$ cat src/rtl/pipe_pkg.sv
`default_nettype none
// ============================================================================
// pipe_pkg : shared pipeline encodings (FSM states, MEM control bits, NOP)
// Rev 1.0
// ============================================================================
package pipe_pkg;

    localparam logic [1:0] ST_RUN   = 2'd0;
    localparam logic [1:0] ST_HOLD  = 2'd1;
    localparam logic [1:0] ST_FLUSH = 2'd2;

    typedef enum logic [1:0] {
        RUN     = ST_RUN,
        HOLD    = ST_HOLD,
        FLUSH   = ST_FLUSH,
        ILLEGAL = 2'd3
    } state_t;

    localparam int MEM_BRANCH_BIT = 2;
    localparam int MEM_READ_BIT   = 1;
    localparam int MEM_WRITE_BIT  = 0;

    localparam logic [31:0] NOP_INSTR = 32'h0;

endpackage
`default_nettype wire

$ cat src/rtl/sat_counter.sv
`default_nettype none
// ============================================================================
// sat_counter : saturating up-counter with synchronous clear (clear wins)
// Rev 1.0
// ============================================================================
module sat_counter #(
    parameter int WIDTH = 16
) (
    input  logic             clk,
    input  logic             rst_n,
    input  logic             inc,
    input  logic             clr,
    output logic [WIDTH-1:0] count
);

    logic [WIDTH-1:0] r_count;

    always_ff @(posedge clk or negedge rst_n) begin
        if (!rst_n) begin
            r_count <= '0;
        end else if (clr) begin
            r_count <= '0;
        end else if (inc && (r_count != '1)) begin
            r_count <= r_count + WIDTH'(1);
        end
    end

    assign count = r_count;

endmodule
`default_nettype wire

$ cat src/rtl/hazard_ctrl.sv
`default_nettype none
// ============================================================================
// hazard_ctrl : decode-stage load-use / memory-hold / branch-flush sequencer
// Rev 1.0
// ============================================================================
module hazard_ctrl
    import pipe_pkg::*;
#(
    parameter int FLUSH_CYCLES = 1,
    parameter int CNT_W        = 16
) (
    input  logic             clk,
    input  logic             rst,
    input  logic [4:0]       if_id_rs,
    input  logic [4:0]       if_id_rt,
    input  logic             if_id_uses_rt,
    input  logic             id_ex_mem_read,
    input  logic [4:0]       id_ex_rt,
    input  logic             branch_taken,
    input  logic             mem_busy,
    input  logic             clr_stats,
    output logic             pc_write,
    output logic             if_id_write,
    output logic             id_ex_bubble,
    output logic             if_id_flush,
    output logic             hold,
    output logic [CNT_W-1:0] stall_cnt,
    output logic [CNT_W-1:0] flush_cnt,
    output logic [1:0]       state_o
);

    localparam logic [3:0] c_reload = 4'(FLUSH_CYCLES - 1);
    localparam bit         c_multi  = (FLUSH_CYCLES > 1);

    state_t     r_state, w_state_nxt;
    logic       r_pend, w_pend_nxt;
    logic [3:0] r_fcnt, w_fcnt_nxt;
    logic       w_lu;
    logic       w_br_req;
    logic       w_flush_inc;

    assign w_lu = id_ex_mem_read && (id_ex_rt != 5'd0) &&
                  ((id_ex_rt == if_id_rs) || (if_id_uses_rt && (id_ex_rt == if_id_rt)));

    // A branch seen while frozen is replayed through pend on release
    assign w_br_req = r_pend | branch_taken;

    always_ff @(posedge clk or negedge rst) begin
        if (!rst) begin
            r_state <= RUN;
            r_pend  <= 1'b0;
            r_fcnt  <= 4'd0;
        end else begin
            r_state <= w_state_nxt;
            r_pend  <= w_pend_nxt;
            r_fcnt  <= w_fcnt_nxt;
        end
    end

    always_comb begin
        w_state_nxt  = r_state;
        w_pend_nxt   = r_pend;
        w_fcnt_nxt   = r_fcnt;
        w_flush_inc  = 1'b0;
        pc_write     = 1'b1;
        if_id_write  = 1'b1;
        id_ex_bubble = 1'b0;
        if_id_flush  = 1'b0;
        hold         = 1'b0;

        case (r_state)
            RUN, HOLD: begin
                if (mem_busy) begin
                    hold        = 1'b1;
                    pc_write    = 1'b0;
                    if_id_write = 1'b0;
                    w_pend_nxt  = w_br_req;
                    w_state_nxt = HOLD;
                end else if (w_br_req) begin
                    if_id_flush  = 1'b1;
                    id_ex_bubble = 1'b1;
                    w_flush_inc  = 1'b1;
                    w_pend_nxt   = 1'b0;
                    w_fcnt_nxt   = c_reload;
                    w_state_nxt  = c_multi ? FLUSH : RUN;
                end else begin
                    if (w_lu) begin
                        pc_write     = 1'b0;
                        if_id_write  = 1'b0;
                        id_ex_bubble = 1'b1;
                    end
                    w_state_nxt = RUN;
                end
            end
            FLUSH: begin
                // IF/ID holds a NOP here, so load-use is not evaluated
                if (mem_busy) begin
                    hold        = 1'b1;
                    pc_write    = 1'b0;
                    if_id_write = 1'b0;
                    w_pend_nxt  = w_br_req;
                end else begin
                    if_id_flush  = 1'b1;
                    id_ex_bubble = 1'b1;
                    if (w_br_req) begin
                        w_flush_inc = 1'b1;
                        w_pend_nxt  = 1'b0;
                        w_fcnt_nxt  = c_reload;
                        w_state_nxt = c_multi ? FLUSH : RUN;
                    end else begin
                        w_fcnt_nxt  = r_fcnt - 4'd1;
                        w_state_nxt = (r_fcnt <= 4'd1) ? RUN : FLUSH;
                    end
                end
            end
            default: begin
                w_state_nxt = RUN;
            end
        endcase

        if (!rst) begin
            pc_write     = 1'b0;
            if_id_write  = 1'b0;
            id_ex_bubble = 1'b1;
            if_id_flush  = 1'b0;
            hold         = 1'b0;
        end
    end

    assign state_o = r_state;

    sat_counter #(.WIDTH(CNT_W)) u_stall_cnt (
        .clk   (clk),
        .rst_n (rst),
        .inc   (!pc_write),
        .clr   (clr_stats),
        .count (stall_cnt)
    );

    sat_counter #(.WIDTH(CNT_W)) u_flush_cnt (
        .clk   (clk),
        .rst_n (rst),
        .inc   (w_flush_inc),
        .clr   (clr_stats),
        .count (flush_cnt)
    );

endmodule
`default_nettype wire
$ cat config.mk
export PLATFORM = sky130hd
export DESIGN_NAME = hazard_ctrl
export DESIGN_NICKNAME = d
export VERILOG_FILES = /design/src/rtl/pipe_pkg.sv /design/src/rtl/sat_counter.sv /design/src/rtl/hazard_ctrl.sv
export SDC_FILE = /design/constraint.sdc
export NUM_CORES = 1
export LEC_CHECK = 0
export ABC_AREA = 1
export BUFFER_PORTS_ARGS = -buffer_cell sky130_fd_sc_hd__buf_2
export CAP_MARGIN = 20
export CORE_MARGIN = 1
export CORE_UTILIZATION = 59
export DETAILED_ROUTE_END_ITERATION = 8
export GPL_TIMING_DRIVEN = 0
export PLACE_DENSITY = 0.89
export SYNTH_ARGS = -nofsm -noshare
export SYNTH_HDL_FRONTEND = slang
export SYNTH_SLANG_ARGS = --single-unit
$ cat constraint.sdc
create_clock -name clk -period 4.2 [get_ports clk]
set_input_delay 0 -clock clk [delete_from_list [all_inputs] [get_ports clk]]
set_output_delay 0 -clock clk [all_outputs]
set_load 0.05 [all_outputs]
After elaboration in Yosys (flattened, before gate mapping)
Index checks and enable logic that the tools add are counted.
Widths: inputs -> output; s select.

word-level totals
  flip-flop bits (word level) = 39
  input bits = 22

operators by class
  add/subtract/negate cells = 3
  magnitude comparators = 1
  eq/ne operators = 9
  multiplexer cells = 35
  bitwise operators = 1
  reductions and logical operators = 17

operators with widths
  cell                   count
  $mux 16                4
  $add 16x1->16 const B  2
  $ne 16x16->1 const B   2
  $mux 1                 19
  $mux 4                 4
  $eq 5x5->1             2
  $pmux 4 s2             1
  $reduce_bool 2->1      4
  $mux 2                 3
  $ne 2x2->1 const B     3
  $pmux 1 s2             3
  $logic_and 1x1->1      5
  $reduce_bool 5->1      1
  $le 4x1->1 const B     1
  $pmux 2 s2             1
  $reduce_and 4->1       1
  $sub 4x1->4 const B    1
  $reduce_or 3->1        1
  $eq 2x1->1 const B     1
  $eq 2x2->1 const B     1
  $logic_not 2->1        1
  $reduce_and 2->1       1
  $reduce_or 2->1        1
  $logic_not 1->1        1
  2 further kinds        2

Logic depth before layout (Yosys ltp)
Gate-level depths: netlist (run 1).

  depth in word-level cells = 13
  mapped depth = 12

Hierarchy
A second synthesis (run 1) with hierarchy kept.

second synthesis, totals
  cell total of the unflattened synthesis = 396
  area, all modules = 2717.6 sq um

by module, submodules not included
  module                     instances  cells each  area an instance (sq um)  sequential area each (sq um)
  sat_counter (u_flush_cnt)  1          144         1037.2                    400.4
  sat_counter (u_stall_cnt)  1          145         1033.5                    400.4
  hazard_ctrl                1          107         646.9                     175.2

Worst setup path after synthesis (run 1)
No wires, ideal clock.

  path type = reg-to-reg
  from = register u_flush_cnt.r_count[0] (netlist: u_flush_cnt.count[0])
  to = register u_flush_cnt.r_count[0] (netlist: u_flush_cnt.count[0])
  setup time = 131 ps
  arrival time = 1926 ps
  data required time = 4069 ps
  path slack = 2142 ps
  cell stages (with the launch flop) = 11
  path buffers = 1
  cell sequence = dfrtp_1 > ha_1 > nand2_1 > nor2_4 > nand2_2 > nor2_2 > nand2_1 > nand2_2 > buf_6 > xor2_1 > nor2_1

between the ends
  word-level cells in the longest chain between the ends = 3

RTL lines
  item                                           RTL line                              RTL
  from (decl)                                    sat_counter.sv:16                     logic [WIDTH-1:0] r_count;
  from (signal assigned)                         sat_counter.sv:24                     r_count <= r_count + WIDTH'(1);
  $add 16x1->16 or $ne 16x16->1 (tied branches)  sat_counter.sv:24, sat_counter.sv:23
  $mux 16 or $logic_and 1x1->1 (tied branches)   sat_counter.sv:23                     end else if (inc && (r_count != '1)) begin
  $mux 16 or $reduce_bool 2->1 (tied branches)   --

Several ways; a longest one is shown, not always the timed one. The select of a mux whose other input is x is not followed.
A chain may end at the register's enable or synchronous reset.

Final worst setup path (run 1)
  from = input port rst
  to = output port pc_write

between the ends
  word-level cells in the longest chain between the ends = 1

RTL lines
  item         RTL line            RTL
  from (decl)  hazard_ctrl.sv:13   input logic rst,
  $mux 1       hazard_ctrl.sv:121  if (!rst) begin
  to (decl)    hazard_ctrl.sv:22   output logic pc_write,

Every way passes these cells.

==> run metrics, run 1 <==
Power Density=260 nW/µm²; Finished Layout Cells=498; CTS Buffer Depth=2; clk slew on worst S/H paths=0.08 ns; post-synthesis sequential area ratio=36.1%; Worst Skew=0.0141 ns; arrival time at the worst endpoint=2.46 ns; # Post-CTS Setup Buffers=0; Top Ports=61; die footprint=4860 µm²; Cell Count Post-Placement=489; Synth top area share=36.1%; largest net degree at the start of global routing=42; routed length per instance=13.1 µm; CTS tree=yes; Final ANT Viol Nets=0; row cnt=24; Post-route DRC=0; DR iter-0 viols=235; crit start category=input port; vias in the first global route=2616; critical path capture point type=primary output; max-slew violations=0; number of synthesized flops with an enable pin=0; Clock Tree Root=clkbuf_8; number of max-cap violations=0; pre-CTS worst setup slack=2.24 ns; final worst setup slack=1.74 ns; met3 usage=5.96%; routed wire length=6.53 mm; Async SR Flop Fraction=100%; setup tns final=0 ns; Die Height=69.7 µm; Final period util=58.5%; nets@finish=472; Fill cells=361; CTS Sinks=39; fraction of layout cells with a size suffix above 1=21.3%; ys flop type=dfrtp_1; Netlist cell types=34; gr usage total=29.2%; first-pass GRT wire length=11.4 mm; DR pass1 iterations=4; Top Usage Layer GRT=met2; worst slew pin tran=0.899 ns; detailed placement HPWL=4.80 mm; vias=2762; average size of a mapped cell=7.16 µm²; static leakage=1.71 nW; VDD IR-drop max=241 µV; initial core utilization=61.7%; n_diodes=0; Clock Latency Late Sink=0.30 ns; cell count after synthesis=378; Synth Register Bits=39; Final setup viols=0; # port buffers=59; vias per cell=5.55; Layout area overhead=18.0%; Worst Path Max Fanout=41; most common cell after layout, fill and taps aside=nand2_1; Inserted Clock Buffers=5; run status=complete, no violations; Final min period=2.46 ns; Max Freq=0.407 GHz; Die Wd=69.7 µm; GRT Residual Overflow=0; top post-synthesis cells by area=dfrtp_1 (36%), nand2_1 (11%), inv_1 (7.5%); HP Class=input port to flop; YS warnings=0; Worst EP required=4.20 ns; H-tree levels=2; CORE AREA=4380 µm²; Hold Worst Slack=0.0774 ns; Post-CTS Resized=0; max_slew headroom=40.0%; most frequent cells in the layout=nand2_1 (82), buf_2 (62), inv_1 (54); syn nets=404; area leader, netlist=dfrtp_1; met2 GRT Util=51.3%; Final Hold Vio Count=0; Placer Congestion=0.942; Synth Cell Area=2710 µm²; met1 Track Usage GR=34.4%; unrepaired setup endpoints after global routing=false; antenna violations before repair=0; Setup CP Type=input port to primary output
-- Yosys cell counts (2+ instances only) --
cell     instances
nand2_1         82
inv_1           54
nor2_1          44
dfrtp_1         39
nand3_1         38
nand4_1         28
xor2_1          19
nor3_1          12
o21ai_0          7
o21ai_1          6
nand2_2          5
ha_1             4
o21ai_2          4
buf_1            3
buf_2            3
o31ai_1          3
xnor2_1          3
a21oi_1          2
a21oi_2          2
buf_6            2
inv_2            2
nand2_4          2
nor2_2           2
o22ai_1          2
-- path summary, 6_finish.rpt --
kind,slack [ns],cells past startpoint,to,from
max reg2reg,2.23,10,u_flush_cnt.count[0],u_flush_cnt.count[0]
max in group asynchronous,3.26,2,u_flush_cnt.count[7],rst
min reg2reg,0.50,1,state_o[0],state_o[1]
max,1.74,9,pc_write,rst
min in group asynchronous,0.35,2,u_stall_cnt.count[6],rst
min,0.08,4,state_o[1],branch_taken
-- area by class of cell --
| class | instances | area (µm²) | share of cell area, % |
|---|---|---|---|
| multi-input combinational | 272 | 1440 | 45.2 |
| sequential | 39 | 976 | 30.6 |
| timing repair buffer | 61 | 315 | 9.88 |
| inverter | 56 | 210 | 6.59 |
| buffer | 11 | 75.1 | 2.35 |
| clock buffer | 5 | 68.8 | 2.16 |
| tap | 52 | 65.1 | 2.04 |
| clock inverter | 2 | 37.5 | 1.18 |
-- critical path, cell delays in order --
cell           delay [ns]
dlygate4sd3_1        0.52
buf_2                0.68
inv_1                0.17
a21oi_1              0.20
nand2_2              0.18
buf_2                0.23
inv_1                0.08
buf_4                0.10
buf_2                0.24
-- power breakdown --
part           switching [mW]  total [mW]  leakage, nW  internal [mW]
clock                   0.134       0.308       0.0502          0.174
sequential             0.0108       0.394        0.537          0.383
combinational          0.0895       0.128         1.13         0.0385
-- repair_timing --
| item | in CTS | in global routing |
|---|---|---|
| setup endpoints to repair | 0 | 0 |
| hold buffers | 2 | 0 |
| hold endpoints to repair | 41 | 0 |
-- metal layers --
layer | vias up | share of wire [%]
li1 | 1365 | -
met1 | 1281 | 42
met2 | 93 | 50
met3 | 23 | 5.2
met4 | 0 | 2.9
met5 | - | 0
-- state kept, by name (all words and copies together), names as in the netlist --
register,cells
r_fcnt,4
r_pend,1
state_o,2
u_flush_cnt.count,16
u_stall_cnt.count,16
-- per-stage QoR --
step | total power, mW | instance area [µm²] | util [%]
after floorplan | 0.484 | 2710 | -
after global placement | 0.524 | 3070 | 69.9
after detailed placement | 0.527 | 3070 | 69.9
after CTS | 0.835 | 3190 | 72.8
after global routing | 0.865 | 3190 | 72.8
final | 0.830 | 3190 | 72.8
-- logic make-up after synthesis --
group,count (synthesis),share of synthesized area [%]
and+or+nand+nor,220,38.4
buffers and inverters,67,10.5
DFF,39,36.1
AOI/OAI and AO/OA,26,6.01
xor gates and xnor gates,22,7.12
adders and majority gates,4,1.85
Power figures use the tool's default switching activity.
==> inputs of run 2 (changes only) <==
--- a/config.mk
+++ b/config.mk
@@ -9,10 +9,10 @@
 export BUFFER_PORTS_ARGS = -buffer_cell sky130_fd_sc_hd__buf_2
 export CAP_MARGIN = 20
 export CORE_MARGIN = 1
-export CORE_UTILIZATION = 59
+export CORE_UTILIZATION = 49
 export DETAILED_ROUTE_END_ITERATION = 8
 export GPL_TIMING_DRIVEN = 0
-export PLACE_DENSITY = 0.89
+export PLACE_DENSITY = 0.79
 export SYNTH_ARGS = -nofsm -noshare
 export SYNTH_HDL_FRONTEND = slang
 export SYNTH_SLANG_ARGS = --single-unit
==> constraint.sdc (replaced) <==
create_clock -name clk -period 2.2 [get_ports clk]
set_input_delay 0 -clock clk [delete_from_list [all_inputs] [get_ports clk]]
set_output_delay 0 -clock clk [all_outputs]
set_load 0.05 [all_outputs]
==> run 2 against run 1 <==
First-iteration DRC count decreased by 35%. Via count decreased by 2.3%. Clock-buffer cell count increased by 2. Utilization decreased by 11 points. Non-clock buffer count increased by 1. Sequential share of layout area decreased by 0.17 points. Register-to-register slack got worse by 2.0 ns. Flip-flop and latch count unchanged. Clock skew decreased by 0.0081 ns. Sequential power increased by 91%. Setup slack got worse by 1.5 ns. Largest cell class unchanged.
==> run metrics, run 2 (synthesis gave the netlist of run 1 again) <==
GRT Residual Overflow=0 (unchanged); Die Height=76.3 µm (+9.5%); Final setup viols=0 (unchanged); CTS Buffer Depth=2 (unchanged); H-tree levels=2 (unchanged); Worst Path Max Fanout=10 (-76%); Inserted Clock Buffers=5 (unchanged); max_slew headroom=64.8% (+25 points); max-slew violations=0 (unchanged); sw frac=30.2% (+2.0 points); HP Class=input port to flop; antenna violations before repair=0 (unchanged); VDD IR-drop max=276 µV (+15%); routed length per instance=12.6 µm (-4.2%); CTS Sinks=39 (unchanged); n_diodes=0 (unchanged); post-layout util=61.7% (-11 points); Final min period=1.96 ns; Top Ports=61 (unchanged); gr usage total=23.6% (-5.6 points); unrepaired setup endpoints after global routing=false; die footprint=5820 µm² (+20%); Placer Congestion=0.885 (-6.0%); Layout area overhead=18.6%; hold depth=4 (unchanged); critical path capture point type=flop; Max Freq=0.511 GHz; P_sw=0.447 mW (+90%); hold path endpoint=state_o[1]; r2r endpoint=u_flush_cnt.count[0]; # Post-CTS Setup Buffers=0 (unchanged); # hold bufs at CTS=3 (+1); Final period util=89.0%; Power Density=460 nW/µm² (+77%); internal power=1.03 mW (+73%); Setup CP Type=flop to flop; Final Hold Vio Count=0 (unchanged); number of max-cap violations=0 (unchanged); worst setup path start=u_flush_cnt.count[0]; Worst R2R Path Depth=10 (unchanged); CTS tree=yes; largest net degree at the start of global routing=40 (-4.8%); Post-CTS Resized=0 (unchanged); most common cell after layout, fill and taps aside=nand2_1; crit start category=flop; vias in the first global route=2605 (-0.42%); worst stage delay on the critical path=0.53 ns (-0.15 ns); CORE AREA=5200 µm² (+19%); Tot Pwr=1.48 mW (+78%); static leakage=1.72 nW (about the same); Die Wd=76.3 µm (+9.5%); register-to-register setup slack=0.24 ns (-1.99 ns); # port buffers=59 (unchanged); run status=complete, no violations; CP cell instances=ha_1, nand2_1, nor2_4, nand2_2, nor2_2, nand2_1, nand2_2, buf_6, xor2_1, nor2_1; DR iter-0 viols=152 (-35%); slowest stage cell, crit path=dfrtp_1; Final ANT Viol Nets=0 (unchanged); Buf/Inv on CP=1 (-6); Worst Skew=0.00600 ns (-0.00810 ns); HP Start=branch_taken; initial core utilization=52.0% (-9.7 points); vias=2698 (-2.3%); clk slew on worst S/H paths=0.08 ns (about the same); Clk pwr share=32.1% (-5.0 points); row cnt=26 (+8.3%); fraction of layout cells with a size suffix above 1=21.2% (-0.095 points); most frequent cells in the layout=nand2_1 (82), buf_2 (62), inv_1 (54); detailed placement HPWL=4.86 mm (+1.3%); DR pass1 iterations=4 (unchanged); first-pass GRT wire length=11.3 mm (-0.92%); Sequential Power Share=50.9% (+3.4 points); R2R Path Start=u_flush_cnt.count[0]; Clock Tree Root=clkbuf_8; nets@finish=473 (+0.21%); Worst EP required=2.37 ns (-1.83 ns); Post-route DRC=0 (unchanged); worst slew pin tran=0.527 ns (-0.372 ns); routed wire length=6.51 mm (-0.31%); setup tns final=0 ns (unchanged); Clock Latency Late Sink=0.29 ns (about the same); Crit path depth=10 (+1); vias per cell=5.21 (-6.1%); Comb pwr share=17.0% (+1.6 points); arrival time at the worst endpoint=2.13 ns (-0.33 ns); CP top delay family=simple AND/OR/NAND/NOR gates
-- run 2: per-stage QoR --
step	std cells	cell area, µm²	hold slack, ns	setup slack [ns]
floorplan	378	2710	-0.296	0.142
global route	518	3210	0.0914	0.0522
finish	518	3210	0.0593	0.241
CTS	518	3210	0.0537	0.266
detailed placement	507	3090	0.190	0.219
global placement	507	3090	0.185	0.245
-- run 2: worst max-delay path by stage --
stage / to / slack, ns
floorplan: u_flush_cnt.count[0] / 0.14
global placement: pc_write / 0.25
detailed placement: pc_write / 0.22
CTS: u_flush_cnt.count[0] / 0.27
global route: u_flush_cnt.count[0] / 0.05
finish: u_flush_cnt.count[0] / 0.24
-- run 2: power by group through the flow --
stage          Clock (mW)  Sequential [mW]  Combinational, mW
2_1_floorplan           0            0.793              0.132
3_3_place_gp            0            0.764              0.238
3_5_place_dp            0            0.764              0.245
4_1_cts             0.488            0.751              0.252
5_1_grt             0.519            0.755              0.277
6_report            0.475            0.751              0.251
-- run 2: worst reg2reg max path, cell delays in order, from the launching register on --
cell and delay [ns]:
dfrtp_1 0.53, ha_1 0.25, nand2_1 0.12, nor2_4 0.18, nand2_2 0.09, nor2_2 0.11
nand2_1 0.07, nand2_2 0.11, buf_6 0.15, xor2_1 0.17, nor2_1 0.06
-- run 2: routing by layer --
layer	vias to the layer above	GRT usage (%)	part of all wire (%)
li1	1361	-	-
met2	64	41.6	49
met4	0	6.73	1.4
met5	-	0	0
met1	1263	29.5	45
met3	10	4.31	4.5
-- run 2: final cells by class --
type | instances | area (µm²)
Inverter | 56 | 210
Clock buffer | 7 | 76.3
Tap cell | 70 | 87.6
Clock inverter | 1 | 5.00
Sequential cell | 39 | 976
Buffer | 11 | 75.1
Fill cell | 490 | 2000
Multi-Input combinational cell | 272 | 1440
Timing Repair Buffer | 62 | 335
